File: src/rtl/cdb_broadcast_arbiter_if.sv
// Bundles the functional-unit request side and the CDB broadcast side of the
// arbiter. Directions and the i_/o_ prefixes are from the arbiter's viewpoint.
interface cdb_broadcast_arbiter_if #(
    parameter int NUM_FU     = 4,
    parameter int DATA_WIDTH = 32,
    parameter int TAG_WIDTH  = 7,
    parameter int DEPTH      = 4
);
    localparam int CNT_W = $clog2(DEPTH) + 1;

    logic [NUM_FU-1:0]            i_fu_done;
    logic [NUM_FU*DATA_WIDTH-1:0] i_fu_result;
    logic [NUM_FU*TAG_WIDTH-1:0]  i_fu_tag;
    logic [NUM_FU-1:0]            o_fu_queued;

    logic                         o_cdb_valid;
    logic [DATA_WIDTH-1:0]        o_cdb_data;
    logic [TAG_WIDTH-1:0]         o_cdb_tag;
    logic                         i_cdb_ready;

    logic [CNT_W-1:0]             o_fifo_count;
    logic                         o_fifo_full;

    modport slave (
        input  i_fu_done, i_fu_result, i_fu_tag, i_cdb_ready,
        output o_fu_queued, o_cdb_valid, o_cdb_data, o_cdb_tag,
        output o_fifo_count, o_fifo_full
    );

    modport master (
        output i_fu_done, i_fu_result, i_fu_tag, i_cdb_ready,
        input  o_fu_queued, o_cdb_valid, o_cdb_data, o_cdb_tag,
        input  o_fifo_count, o_fifo_full
    );
endinterface

File: src/rtl/cdb_broadcast_arbiter.sv
// Round-robin arbiter that funnels functional-unit results into a small
// broadcast FIFO whose head drives the common data bus. A granted FU sees
// o_fu_queued in the same cycle it asserts done, so it can release its result
// immediately; the CDB consumer drains the FIFO with a valid/ready handshake.
module cdb_broadcast_arbiter #(
    parameter int NUM_FU     = 4,
    parameter int DATA_WIDTH = 32,
    parameter int TAG_WIDTH  = 7,
    parameter int DEPTH      = 4
) (
    input  logic                    clk,
    input  logic                    rst,
    cdb_broadcast_arbiter_if.slave  bus
);
    localparam int IDX_W   = $clog2(NUM_FU);
    localparam int PTR_W   = $clog2(DEPTH);
    localparam int CNT_W   = $clog2(DEPTH) + 1;
    localparam int ENTRY_W = TAG_WIDTH + DATA_WIDTH;

    logic [IDX_W-1:0]   r_rrPtr;
    logic [PTR_W-1:0]   r_wrPtr;
    logic [PTR_W-1:0]   r_rdPtr;
    logic [CNT_W-1:0]   r_count;
    logic [ENTRY_W-1:0] r_mem [DEPTH];

    logic               w_pop;
    logic               w_canPush;
    logic               w_grantValid;
    logic [IDX_W-1:0]   w_grantIdx;
    logic [IDX_W-1:0]   w_scanIdx;
    int                 w_scanSum;
    logic [NUM_FU-1:0]  w_grantMask;
    logic [ENTRY_W-1:0] w_pushEntry;

    // A pop frees a slot in the same cycle, so a full FIFO can still accept a
    // push when the head is being consumed. Grants are suppressed in reset.
    assign w_pop     = (r_count != '0) & bus.i_cdb_ready;
    assign w_canPush = ~rst & ((r_count < CNT_W'(DEPTH)) | w_pop);

    // Round-robin search starting at r_rrPtr; first requester found wins.
    always_comb begin
        w_grantValid = 1'b0;
        w_grantIdx   = '0;
        w_scanIdx    = '0;
        w_scanSum    = 0;
        w_grantMask  = '0;
        if (w_canPush) begin
            for (int k = 0; k < NUM_FU; k++) begin
                w_scanSum = int'(r_rrPtr) + k;
                if (w_scanSum >= NUM_FU) begin
                    w_scanSum = w_scanSum - NUM_FU;
                end
                w_scanIdx = IDX_W'(w_scanSum);
                if (!w_grantValid && bus.i_fu_done[w_scanIdx]) begin
                    w_grantValid = 1'b1;
                    w_grantIdx   = w_scanIdx;
                end
            end
        end
        if (w_grantValid) begin
            w_grantMask[w_grantIdx] = 1'b1;
        end
    end

    assign w_pushEntry = {bus.i_fu_tag[w_grantIdx*TAG_WIDTH +: TAG_WIDTH],
                          bus.i_fu_result[w_grantIdx*DATA_WIDTH +: DATA_WIDTH]};

    // Pointer, occupancy and round-robin bookkeeping; reset drops all entries.
    always_ff @(posedge clk) begin
        if (rst) begin
            r_rrPtr <= '0;
            r_wrPtr <= '0;
            r_rdPtr <= '0;
            r_count <= '0;
        end else begin
            if (w_grantValid) begin
                r_wrPtr <= r_wrPtr + 1'b1;
                r_rrPtr <= (w_grantIdx == IDX_W'(NUM_FU - 1)) ? '0 : w_grantIdx + 1'b1;
            end
            if (w_pop) begin
                r_rdPtr <= r_rdPtr + 1'b1;
            end
            case ({w_grantValid, w_pop})
                2'b10:   r_count <= r_count + 1'b1;
                2'b01:   r_count <= r_count - 1'b1;
                default: r_count <= r_count;
            endcase
        end
    end

    // Entry storage is left unreset; the head is masked by o_cdb_valid.
    always_ff @(posedge clk) begin
        if (w_grantValid) begin
            r_mem[r_wrPtr] <= w_pushEntry;
        end
    end

    assign bus.o_fu_queued  = w_grantMask;
    assign bus.o_cdb_valid  = (r_count != '0);
    assign {bus.o_cdb_tag, bus.o_cdb_data} = r_mem[r_rdPtr];
    assign bus.o_fifo_count = r_count;
    assign bus.o_fifo_full  = (r_count == CNT_W'(DEPTH));
endmodule

File: src/flat_wrapper.sv
// flat-port wrapper written by rule: the top's interface ports become plain ports
module cdb_broadcast_arbiter_flat 
#(
    parameter int NUM_FU     = 4,
    parameter int DATA_WIDTH = 32,
    parameter int TAG_WIDTH  = 7,
    parameter int DEPTH      = 4
)
  (clk, rst, bus_i_fu_done, bus_i_fu_result, bus_i_fu_tag, bus_i_cdb_ready, bus_o_fu_queued, bus_o_cdb_valid, bus_o_cdb_data, bus_o_cdb_tag, bus_o_fifo_count, bus_o_fifo_full);
  cdb_broadcast_arbiter_if #(.NUM_FU(NUM_FU), .DATA_WIDTH(DATA_WIDTH), .TAG_WIDTH(TAG_WIDTH), .DEPTH(DEPTH)) bus_i ();
  input  logic clk;
  input  logic rst;
  input wire logic [$bits(bus_i.i_fu_done)-1:0] bus_i_fu_done;
  input wire logic [$bits(bus_i.i_fu_result)-1:0] bus_i_fu_result;
  input wire logic [$bits(bus_i.i_fu_tag)-1:0] bus_i_fu_tag;
  input wire logic [$bits(bus_i.i_cdb_ready)-1:0] bus_i_cdb_ready;
  output wire logic [$bits(bus_i.o_fu_queued)-1:0] bus_o_fu_queued;
  output wire logic [$bits(bus_i.o_cdb_valid)-1:0] bus_o_cdb_valid;
  output wire logic [$bits(bus_i.o_cdb_data)-1:0] bus_o_cdb_data;
  output wire logic [$bits(bus_i.o_cdb_tag)-1:0] bus_o_cdb_tag;
  output wire logic [$bits(bus_i.o_fifo_count)-1:0] bus_o_fifo_count;
  output wire logic [$bits(bus_i.o_fifo_full)-1:0] bus_o_fifo_full;
  assign bus_i.i_fu_done = bus_i_fu_done;
  assign bus_i.i_fu_result = bus_i_fu_result;
  assign bus_i.i_fu_tag = bus_i_fu_tag;
  assign bus_i.i_cdb_ready = bus_i_cdb_ready;
  assign bus_o_fu_queued = bus_i.o_fu_queued;
  assign bus_o_cdb_valid = bus_i.o_cdb_valid;
  assign bus_o_cdb_data = bus_i.o_cdb_data;
  assign bus_o_cdb_tag = bus_i.o_cdb_tag;
  assign bus_o_fifo_count = bus_i.o_fifo_count;
  assign bus_o_fifo_full = bus_i.o_fifo_full;
  cdb_broadcast_arbiter #(.NUM_FU(NUM_FU), .DATA_WIDTH(DATA_WIDTH), .TAG_WIDTH(TAG_WIDTH), .DEPTH(DEPTH)) u_core (.clk(clk), .rst(rst), .bus(bus_i));
endmodule
File: config.mk
export PLATFORM = sky130hd
export DESIGN_NAME = cdb_broadcast_arbiter_flat
export DESIGN_NICKNAME = d
export VERILOG_FILES = /design/src/rtl/cdb_broadcast_arbiter_if.sv /design/src/rtl/cdb_broadcast_arbiter.sv /design/src/flat_wrapper.sv
export SDC_FILE = /design/constraint.sdc
export NUM_CORES = 1
export LEC_CHECK = 0
export ABC_AREA = 1
export CAP_MARGIN = 20
export CORE_MARGIN = 3
export CORE_UTILIZATION = 54
export CTS_CLUSTER_SIZE = 16
export DETAILED_ROUTE_END_ITERATION = 12
export PLACE_DENSITY = 0.86
export SLEW_MARGIN = 5
export SYNTH_ARGS = -nofsm -noshare
export SYNTH_HDL_FRONTEND = slang
export SYNTH_SLANG_ARGS = --single-unit
File: constraint.sdc
create_clock -name clk -period 9.4 [get_ports clk]
set_clock_uncertainty 0.05 [all_clocks]
set_input_delay 2.82 -clock clk [delete_from_list [all_inputs] [get_ports clk]]
set_output_delay 2.82 -clock clk [all_outputs]
set_load 0.02 [all_outputs]
==> impl_metrics.env, run 1 <==
export IMPL_grt_pass1_vias=7275
export IMPL_netlist_cell_type_count=23
export IMPL_hold_viol=0
export IMPL_max_freq_ghz=0.1184
export IMPL_relSlewSlack_pct=38.89
export IMPL_drt_pre_antenna_iters=5
export IMPL_syn_instance_count=983
export IMPL_routabilityCongestion=0.8916
export IMPL_h_tree_depth=4
export IMPL_p_int_w=0.002292
export IMPL_dp_hpwl_microns=14980
export IMPL_die_width_microns=132.9
export IMPL_cts_hold_buf=0
export IMPL_start_util_pct=56.15
export IMPL_syn_area_per_cell_sq_um=8.844
export IMPL_finalCriticalPeriod_ns=8.447
export IMPL_portBuffers=210
export IMPL_swShare_pct=41.91
export IMPL_die_h_microns=132.9
export IMPL_synth_edf_count=156
export IMPL_synth_flop_cell="edfxtp_1"
export IMPL_cp_end_kind="primary output"
export IMPL_overflow=0
export IMPL_path_clk_slew_ns=0.07
export IMPL_ys_seq_area_share_pct=56.42
export IMPL_area_growth_pct=32.35
export IMPL_ir_drop_uv=345.0
export IMPL_clock_latency_ns=0.42
export IMPL_cts_root_buffer="clkbuf_16"
export IMPL_cts_buffers=17
export IMPL_io_pins=211
export IMPL_n_antenna_cell=0
export IMPL_drc_errors=0
export IMPL_placed_cells=1358
export IMPL_syn_num_nets=1156
export IMPL_wl_microns=23090
export IMPL_wl_per_cell_microns=16.61
export IMPL_core_sq_um=15480
export IMPL_ys_warn_count=0
export IMPL_vias=7399
export IMPL_async_flop_share_pct=0
export IMPL_setup_violations=0
export IMPL_criticalPathCategory="primary input to primary output"
export IMPL_start_kind="primary input"
export IMPL_wl_met3_microns=1829
export IMPL_grtUsageTotal_pct=26.36
export IMPL_yosys_register_bits=167
export IMPL_p_clk_share_pct=17.9
export IMPL_num_rows=45
export IMPL_grt_pass1_wl_microns=36680
export IMPL_status="finished, final reports clean"
export IMPL_ant_nets=0
export IMPL_cts_resized=0
export IMPL_cap_violations=0
export IMPL_hold_path_class="register to register"
export IMPL_tns_ns=0
export IMPL_drive_gt1_share_pct=6.785
export IMPL_wl_met2_microns=11650
export IMPL_switchingPower_w=0.001654
export IMPL_p_seq_share_pct=32.7
export IMPL_leakage_nw=4.928
export IMPL_die_area_sq_um=17660
export IMPL_routed_top_layer="met4"
export IMPL_viasPerCell=5.323
export IMPL_p_per_area_nw_per_um2=343.0
export IMPL_cts_buffer_depth=2
export IMPL_comb_power_share_pct=49.5
export IMPL_antenna_found_initial=0
export IMPL_layout_cells_non_filler=1390
export IMPL_finalMaxSlewViolations=0
export IMPL_post_cts_buffers=0
export IMPL_final_nets=1339
export IMPL_wl_met1_microns=9271
export IMPL_required_ns=6.53
export IMPL_synth_area_sq_um=8693
export IMPL_timing_final_crit_share_pct=89.86
export IMPL_cts_tree="built"
export IMPL_worst_pin_slew_ns=0.9166
export IMPL_cp_max_fo=46
export IMPL_drt_iter0_markers=675
export IMPL_cts_sinks=167
export IMPL_grt_max_degree=80
export IMPL_rsz0062_at_grt="false"
export IMPL_cp_data_arrival_time_ns=5.58
-- cells in the final DEF, fill, tap and decap left out, types with 3 or more instances in the layout --
cell / count
edfxtp_1: 156
nor2_4: 5
dfxtp_1: 10
a21oi_1: 12
inv_2: 8
inv_1: 180
clkdlybuf4s50_1: 210
nor2_1: 87
ha_1: 9
o21ai_0: 87
nand2_1: 152
nand3_2: 13
nand2_2: 5
nand3_1: 153
buf_4: 13
clkinv_2: 3
nand2_4: 4
o22ai_1: 39
clkbuf_16: 22
-- path summary, 6_finish.rpt --
path / startpoint / to / slack (ns) / cells after the start
max: bus_i_fu_done[2] / bus_o_fu_queued[3] / 0.95 / 15
min: u_core.r_rdPtr[0] / register / 0.42 / 1
max reg2reg: u_core.r_rrPtr[0] / u_core.r_mem[2][2] / 6.19 / 14
min reg2reg: u_core.r_rdPtr[0] / register / 0.42 / 1
-- metrics by stage --
step	total power [W]	cell area, sq um	hold slack, ns	setup WS [ns]	util (%)
6_report	0.003946	11510	0.4243	0.9528	74.31
3_3_place_gp	0.003182	10880	0.4017	1.052	70.29
5_1_grt	0.004185	11510	0.4547	0.7165	74.31
4_1_cts	0.003944	11510	0.4248	0.9349	74.31
2_1_floorplan	0.002558	8693	0.3857	2.341	-
3_5_place_dp	0.003240	10880	0.4139	0.9451	70.29
-- registers in the layout (all words and copies together), names as in the netlist, named ones only --
signal,cells
u_core.r_mem,156
u_core.bus.o_fifo_count,3
u_core.r_rdPtr,2
u_core.r_rrPtr,2
u_core.r_wrPtr,2
-- cells by family after synthesis --
group	after synthesis	share of synthesized area, %
flip-flops	167	56.42
buffers and inverters	248	11.77
AO/OA/AOI/OAI	138	8.506
AND/OR/NAND/NOR	420	21.78
adder cells (fa/ha/maj)	10	1.526
-- layout make-up --
class / count / area, sq um
clock buffer: 25 / 571.8
clock inverter: 7 / 50.05
fill: 1112 / 3978
inverter: 189 / 711.9
multi-input combinational: 568 / 2803
sequential: 167 / 4906
tap: 211 / 264.0
timing repair buffer: 223 / 2200
-- synth_stat cells, types with 5 or more instances --
master / count / area [sq um]
a21oi_1: 12 / 60.06
buf_2: 21 / 105.1
buf_4: 9 / 67.56
clkbuf_1: 23 / 86.33
dfxtp_1: 11 / 220.2
edfxtp_1: 156 / 4684
ha_1: 9 / 112.6
inv_1: 181 / 679.4
inv_2: 7 / 26.28
nand2_1: 153 / 574.3
nand2_2: 5 / 31.28
nand3_1: 153 / 765.7
nand3_2: 13 / 130.1
nor2_1: 91 / 341.6
o21ai_0: 87 / 435.4
o22ai_1: 39 / 244.0
-- power groups by stage --
stage	Clock, W	Sequential (W)	Combinational [W]
floorplan	0	0.00129	0.00127
global placement	0	0.00129	0.00189
detailed placement	0	0.00130	0.00194
CTS	0.000709	0.00129	0.00195
global route	0.000743	0.00131	0.00214
finish	0.000705	0.00129	0.00195
-- per-layer routing --
| layer | track usage, % | vias up |
|---|---|---|
| met4 | 7.217 | 0 |
| met2 | 45.09 | 314 |
| met1 | 33.56 | 3462 |
| met3 | 6.502 | 29 |
| met5 | 0 | - |
| li1 | - | 3594 |
-- worst max-delay path, cell delays in order --
cell             delay [ns]
clkdlybuf4s50_1        0.51
inv_1                  0.07
nand2_1                0.10
nand3_1                0.11
nand2_1                0.10
inv_1                  0.08
nand3_2                0.10
nand2_4                0.16
inv_4                  0.11
nand2_4                0.28
inv_2                  0.18
ha_1                   0.17
inv_1                  0.05
nor2_1                 0.11
clkdlybuf4s50_1        0.62
No activity file was read; power rests on OpenSTA's default activity.
==> run 2: changes to the inputs <==
--- a/config.mk
+++ b/config.mk
@@ -7,6 +7,7 @@
 export LEC_CHECK = 0
 export ABC_AREA = 1
 export CAP_MARGIN = 20
+export CORE_ASPECT_RATIO = 2
 export CORE_MARGIN = 3
 export CORE_UTILIZATION = 54
 export CTS_CLUSTER_SIZE = 16
@@ -16,3 +17,4 @@
 export SYNTH_ARGS = -nofsm -noshare
 export SYNTH_HDL_FRONTEND = slang
 export SYNTH_SLANG_ARGS = --single-unit
+export TNS_END_PERCENT = 5
==> run 2 against run 1 <==
Against the previous run: clock power increased by 2%; final cell count decreased by 0.65%; design area decreased by 0.18%; routed wire length decreased by 0.38%; maximum frequency increased by 0.79%; sequential share of layout area increased by 0.079 points; sequential power about the same; flip-flop and latch count unchanged; critical path depth decreased by 4; utilization decreased by 1.5 points; hold slack improved by 0.0033 ns; largest power group unchanged.
==> impl_metrics.env, run 2 (synthesized netlist as in run 1, its figures left out) <==
export IMPL_min_from="u_core.r_rdPtr[0]"
export IMPL_cts_buffer_depth=2
export IMPL_grt_pass1_vias=7315
export IMPL_grt_pass1_wl_microns=35290
export IMPL_die_h_microns=185.4
export IMPL_crit_chain="clkdlybuf4s50_1, nand2_1, a21oi_1, nand2_1, inv_2, nand2_1, inv_2, ha_1, inv_1, nor2_1, clkdlybuf4s50_1"
export IMPL_drt_pre_antenna_iters=5
export IMPL_num_rows=65
export IMPL_cts_root_buffer="clkbuf_16"
export IMPL_dp_hpwl_microns=15450
export IMPL_grt_use_met1_pct=29.46
export IMPL_cts_tree="built"
export IMPL_largest_reg_flops=156
export IMPL_relSlewSlack_pct=40.28
export IMPL_finalMaxSlewViolations=0
export IMPL_final_cell_mix="clkdlybuf4s50_1, inv_1, edfxtp_1"
export IMPL_vias=7461
export IMPL_clock_latency_ns=0.42
export IMPL_routabilityCongestion=0.8718
export IMPL_drt_iter0_markers=682
export IMPL_cts_resized=0
export IMPL_p_per_area_nw_per_um2=343.8
export IMPL_crit_family="buffers and inverters"
export IMPL_antenna_found_initial=1
export IMPL_portBuffers=210
export IMPL_grt_use_met2_pct=46.26
export IMPL_gr_max_usage_layer="met2"
export IMPL_path_clk_slew_ns=0.06
export IMPL_cts_hold_buf=0
export IMPL_required_ns=6.53
export IMPL_tns_ns=0
export IMPL_met3_usage_pct=5.854
export IMPL_die_width_microns=95.72
export IMPL_finalPower_w=0.003948
export IMPL_start_kind="primary input"
export IMPL_worst_path_most_repeated_cell="nand2_1"
export IMPL_setup_violations=0
export IMPL_grt_max_degree=80
export IMPL_cts_buffers=17
export IMPL_post_cts_buffers=0
export IMPL_ir_drop_uv=557.8
export IMPL_cts_sinks=167
export IMPL_hold_viol=0
export IMPL_cp_max_fo=18
export IMPL_worst_path_buf_inv=5
export IMPL_wl_per_cell_microns=16.65
export IMPL_criticalPathCategory="primary input to primary output"
export IMPL_start_util_pct=55.10
export IMPL_worst_pin_slew_ns=0.8959
export IMPL_top_register="u_core.r_mem"
export IMPL_critPathMaxStageDelay_ns=0.61
export IMPL_worst_hold_slack_ns=0.4276
export IMPL_final_nets=1339
export IMPL_io_pins=211
export IMPL_h_tree_depth=4
export IMPL_status="finished, final reports clean"
export IMPL_max_freq_ghz=0.1193
export IMPL_hold_path_class="register to register"
export IMPL_worst_path_max_delay_cell="clkdlybuf4s50_1"
export IMPL_cap_violations=0
export IMPL_cp_data_arrival_time_ns=5.51
export IMPL_layout_commonest_cell="clkdlybuf4s50_1"
export IMPL_rsz0062_at_grt="false"
export IMPL_ant_nets=0
export IMPL_drive_gt1_share_pct=6.785
export IMPL_grtUsageTotal_pct=26.54
export IMPL_overflow=0
export IMPL_finalCriticalPeriod_ns=8.381
export IMPL_area_growth_pct=32.11
export IMPL_cp_end_kind="primary output"
export IMPL_die_area_sq_um=17750
export IMPL_critPathLaunch="bus_i_cdb_ready"
export IMPL_r2r_start="u_core.bus.o_fifo_count[1]"
export IMPL_wl_microns=23000
export IMPL_timing_final_crit_share_pct=89.16
export IMPL_core_sq_um=15780
export IMPL_drc_errors=0
export IMPL_viasPerCell=5.403
export IMPL_leakage_nw=4.911
==> run 2: worst register-to-register path: stages (launching register included) <==
cell	delay (ns)
dfxtp_1	0.39
inv_1	0.09
nand3_1	0.14
nand2_1	0.08
a21oi_1	0.47
nand2_4	0.28
inv_4	0.13
buf_4	0.68
nand3_1	0.32
nand3_1	0.17
nand2_1	0.14
==> run 2: metrics by stage <==
step	area (sq um)	setup WS, ns	utilization, %	std cells
6_report	11480	1.019	72.79	1381
3_5_place_dp	10860	1.037	68.86	1348
5_1_grt	11480	0.7959	72.79	1381
4_1_cts	11480	1.018	72.78	1380
2_1_floorplan	8693	2.341	-	983
3_3_place_gp	10860	1.036	68.86	1348
==> run 2: where the power goes <==
part	total [W]	switching, W	internal [W]
Clock	0.000716	0.000290	0.000426
Sequential	0.00129	0.0000602	0.00123
Combinational	0.00194	0.00131	0.000633
Total	0.00395	0.00166	0.00229
==> run 2: final timing paths <==
kind	slack, ns	depth (start not counted)	to
setup / recovery	1.02	11	bus_o_fu_queued[2]
hold / removal	0.43	1	u_core.r_rdPtr[0]
setup reg to reg	6.16	10	u_core.r_mem[0][22]
hold reg to reg	0.43	1	u_core.r_rdPtr[0]
==> run 2: final cells by class <==
class,instances,area (sq um)
clock buffers,18,429.2
well taps,201,251.5
repair buffers,223,2200
multi-input cells,568,2795
clock inverters,14,188.9
inverters,189,711.9
fillers,1164,4293
diodes,1,2.502
flip-flops and latches,167,4906
==> run 2: layer usage <==
| layer | wire length, microns | up-vias |
|---|---|---|
| met5 | 0 | - |
| met3 | 1503 | 63 |
| li1 | - | 3597 |
| met1 | 8209 | 3445 |
| met2 | 12330 | 356 |
| met4 | 954 | 0 |
==> run 3: changes to the inputs <==
--- a/config.mk
+++ b/config.mk
@@ -9,12 +9,11 @@
 export CAP_MARGIN = 20
 export CORE_ASPECT_RATIO = 2
 export CORE_MARGIN = 3
-export CORE_UTILIZATION = 54
+export CORE_UTILIZATION = 50
 export CTS_CLUSTER_SIZE = 16
 export DETAILED_ROUTE_END_ITERATION = 12
-export PLACE_DENSITY = 0.86
+export PLACE_DENSITY = 0.81
 export SLEW_MARGIN = 5
 export SYNTH_ARGS = -nofsm -noshare
 export SYNTH_HDL_FRONTEND = slang
 export SYNTH_SLANG_ARGS = --single-unit
-export TNS_END_PERCENT = 5
==> constraint.sdc (replaced) <==
create_clock -name clk -period 9 [get_ports clk]
set_clock_uncertainty 0.05 [all_clocks]
set_input_delay 2.7 -clock clk [delete_from_list [all_inputs] [get_ports clk]]
set_output_delay 2.7 -clock clk [all_outputs]
set_load 0.02 [all_outputs]
==> run 3 against run 2 <==
Against the previous run: setup slack lost 0.15 ns; register-to-register slack lost 0.44 ns; utilization shrank 5.2 points; clock power shrank 3%; non-clock buffer count is the same; sequential power grew 5%; design area shrank 0.29%; flip-flop and latch count is the same; die area grew 7.6%; final cell count grew 0.36%; largest power group unchanged; highest routed layer unchanged.
==> impl_metrics.env, run 3 (synthesized netlist as in run 1, its figures left out) <==
export IMPL_status="finished, final reports clean"
export IMPL_ant_nets=0
export IMPL_worst_hold_slack_ns=0.4372
export IMPL_portBuffers=210
export IMPL_worst_path_max_delay_cell="clkdlybuf4s50_1"
export IMPL_cts_tree="built"
export IMPL_crit_family="buffers and inverters"
export IMPL_grt_max_degree=80
export IMPL_worst_pin_slew_ns=0.8955
export IMPL_stdcell_area_sq_um=11450
export IMPL_h_tree_depth=4
export IMPL_required_ns=6.25
export IMPL_vias=7358
export IMPL_cts_root_buffer="clkbuf_16"
export IMPL_max_freq_ghz=0.1230
export IMPL_worstSetupPathDepth=11
export IMPL_finalCriticalPeriod_ns=8.128
export IMPL_cp_max_fo=36
export IMPL_ir_drop_uv=341.1
export IMPL_cp_end_kind="primary output"
export IMPL_leakage_nw=4.887
export IMPL_p_per_area_nw_per_um2=357.5
export IMPL_regArea_sq_um=4906
export IMPL_core_sq_um=16930
export IMPL_cap_violations=0
export IMPL_cts_hold_buf=0
export IMPL_start_util_pct=51.34
export IMPL_hold_path_class="register to register"
export IMPL_clock_latency_ns=0.42
export IMPL_cp_data_arrival_time_ns=5.38
export IMPL_post_cts_buffers=0
export IMPL_area_growth_pct=31.72
export IMPL_grt_pass1_vias=7205
export IMPL_fillCellCount=1311
export IMPL_die_width_microns=99.24
export IMPL_worst_path_buf_inv=5
export IMPL_rsz0062_at_grt="false"
export IMPL_dp_hpwl_microns=16130
export IMPL_num_rows=67
export IMPL_final_nets=1339
export IMPL_r2r_start="u_core.r_rrPtr[0]"
export IMPL_multi_input_area_sq_um=2795
export IMPL_wl_per_cell_microns=16.99
export IMPL_timing_final_crit_share_pct=90.32
export IMPL_place_area_sq_um=10870
export IMPL_relSlewSlack_pct=40.30
export IMPL_setup_violations=0
export IMPL_drc_errors=0
export IMPL_n_antenna_cell=0
export IMPL_top_register="u_core.r_mem"
export IMPL_tns_ns=0
export IMPL_antenna_found_initial=0
export IMPL_drt_pre_antenna_iters=6
export IMPL_overflow=0
export IMPL_cts_buffer_depth=2
export IMPL_criticalPathCategory="primary input to primary output"
export IMPL_min_path_cells=1
export IMPL_wl_microns=23540
export IMPL_finalMaxSlewViolations=0
export IMPL_path_clk_slew_ns=0.06
export IMPL_min_from="u_core.r_rdPtr[0]"
export IMPL_critPathMaxStageDelay_ns=0.62
export IMPL_crit_chain="clkdlybuf4s50_1, nand2_1, a21oi_1, nand2_4, inv_4, nand2_4, inv_2, ha_1, inv_1, nor2_1, clkdlybuf4s50_1"
export IMPL_drt_iter0_markers=527
export IMPL_die_h_microns=192.5
export IMPL_cts_sinks=167
export IMPL_place_ws_ns=0.8945
export IMPL_largest_reg_flops=156
export IMPL_setup_slack_ns=0.8716
export IMPL_hold_viol=0
export IMPL_start_kind="primary input"
export IMPL_grt_pass1_wl_microns=36090
export IMPL_routabilityCongestion=0.9248
export IMPL_final_cell_mix="clkdlybuf4s50_1, inv_1, edfxtp_1"
export IMPL_cts_resized=0
export IMPL_layout_commonest_cell="clkdlybuf4s50_1"
export IMPL_drive_gt1_share_pct=6.785
export IMPL_r2r_slack_ns=5.72
export IMPL_die_area_sq_um=19100
export IMPL_viasPerCell=5.309
export IMPL_reg2reg_to="u_core.r_mem[2][32]"
export IMPL_grtUsageTotal_pct=24.90
export IMPL_ff2ff_path_depth=14
export IMPL_io_pins=211
export IMPL_cts_buffers=17
[run 3: cell types whose count changed in the layout (fill, tap and decap cells not counted), sizes merged]
cell      delta
inv          -2
diode        -1
clkbuf       -1
bufinv       -1
clkinv       +1
clkinvlp     +3
[run 3: worst max path at each step]
stage	startpoint	slack, ns	end
2_1_floorplan	bus_i_fu_done[3]	2.18	bus_o_fu_queued[0]
3_3_place_gp	bus_i_cdb_ready	0.92	bus_o_fu_queued[3]
3_5_place_dp	bus_i_fu_done[3]	0.89	bus_o_fu_queued[2]
4_1_cts	bus_i_cdb_ready	0.89	bus_o_fu_queued[3]
5_1_grt	bus_i_cdb_ready	0.70	bus_o_fu_queued[3]
6_report	bus_i_cdb_ready	0.87	bus_o_fu_queued[3]
[run 3: routing by layer]
layer / global-route usage [%] / vias to the layer above / wire, microns
met5: 0 / - / 0
met4: 11.94 / 0 / 965
met3: 5.282 / 59 / 1409
met2: 46.35 / 290 / 12920
met1: 26.13 / 3419 / 8248
li1: - / 3590 / -
[run 3: layout make-up]
class                           instances  share of cell area, %
Timing Repair Buffer                  223                  19.21
Tap cell                              207                  2.262
Multi-Input combinational cell        568                  24.41
Clock inverter                         15                  1.344
Clock buffer                           17                  3.715
Inverter                              189                  6.217
Sequential cell                       167                  42.84
[run 3: worst register-to-register path: stages, from the launching register on]
cell and delay [ns]:
dfxtp_1 0.59, inv_2 0.18, nand2_1 0.14, nand2_4 0.08, nand2_2 0.08, nand2_2 0.07
nor2_4 0.12, nand3_2 0.10, nand2_4 0.24, inv_4 0.07, nand2_4 0.32, buf_4 0.50
nand2_1 0.14, nand3_1 0.09, nand2_1 0.19
[run 3: per-stage QoR]
stage,cells,power (W),utilization [%]
floorplan,983,0.002672,-
global placement,1354,0.003348,64.20
detailed placement,1354,0.003401,64.20
CTS,1386,0.004101,67.62
global route,1386,0.004332,67.62
finish,1386,0.004093,67.62
[run 3: power by group]
group | leakage (nW) | switching (W) | internal (W) | total (W)
sequential | 1.52 | 0.0000652 | 0.00129 | 0.00135
combinational | 3.10 | 0.00138 | 0.000662 | 0.00205
clock | 0.271 | 0.000288 | 0.000409 | 0.000697
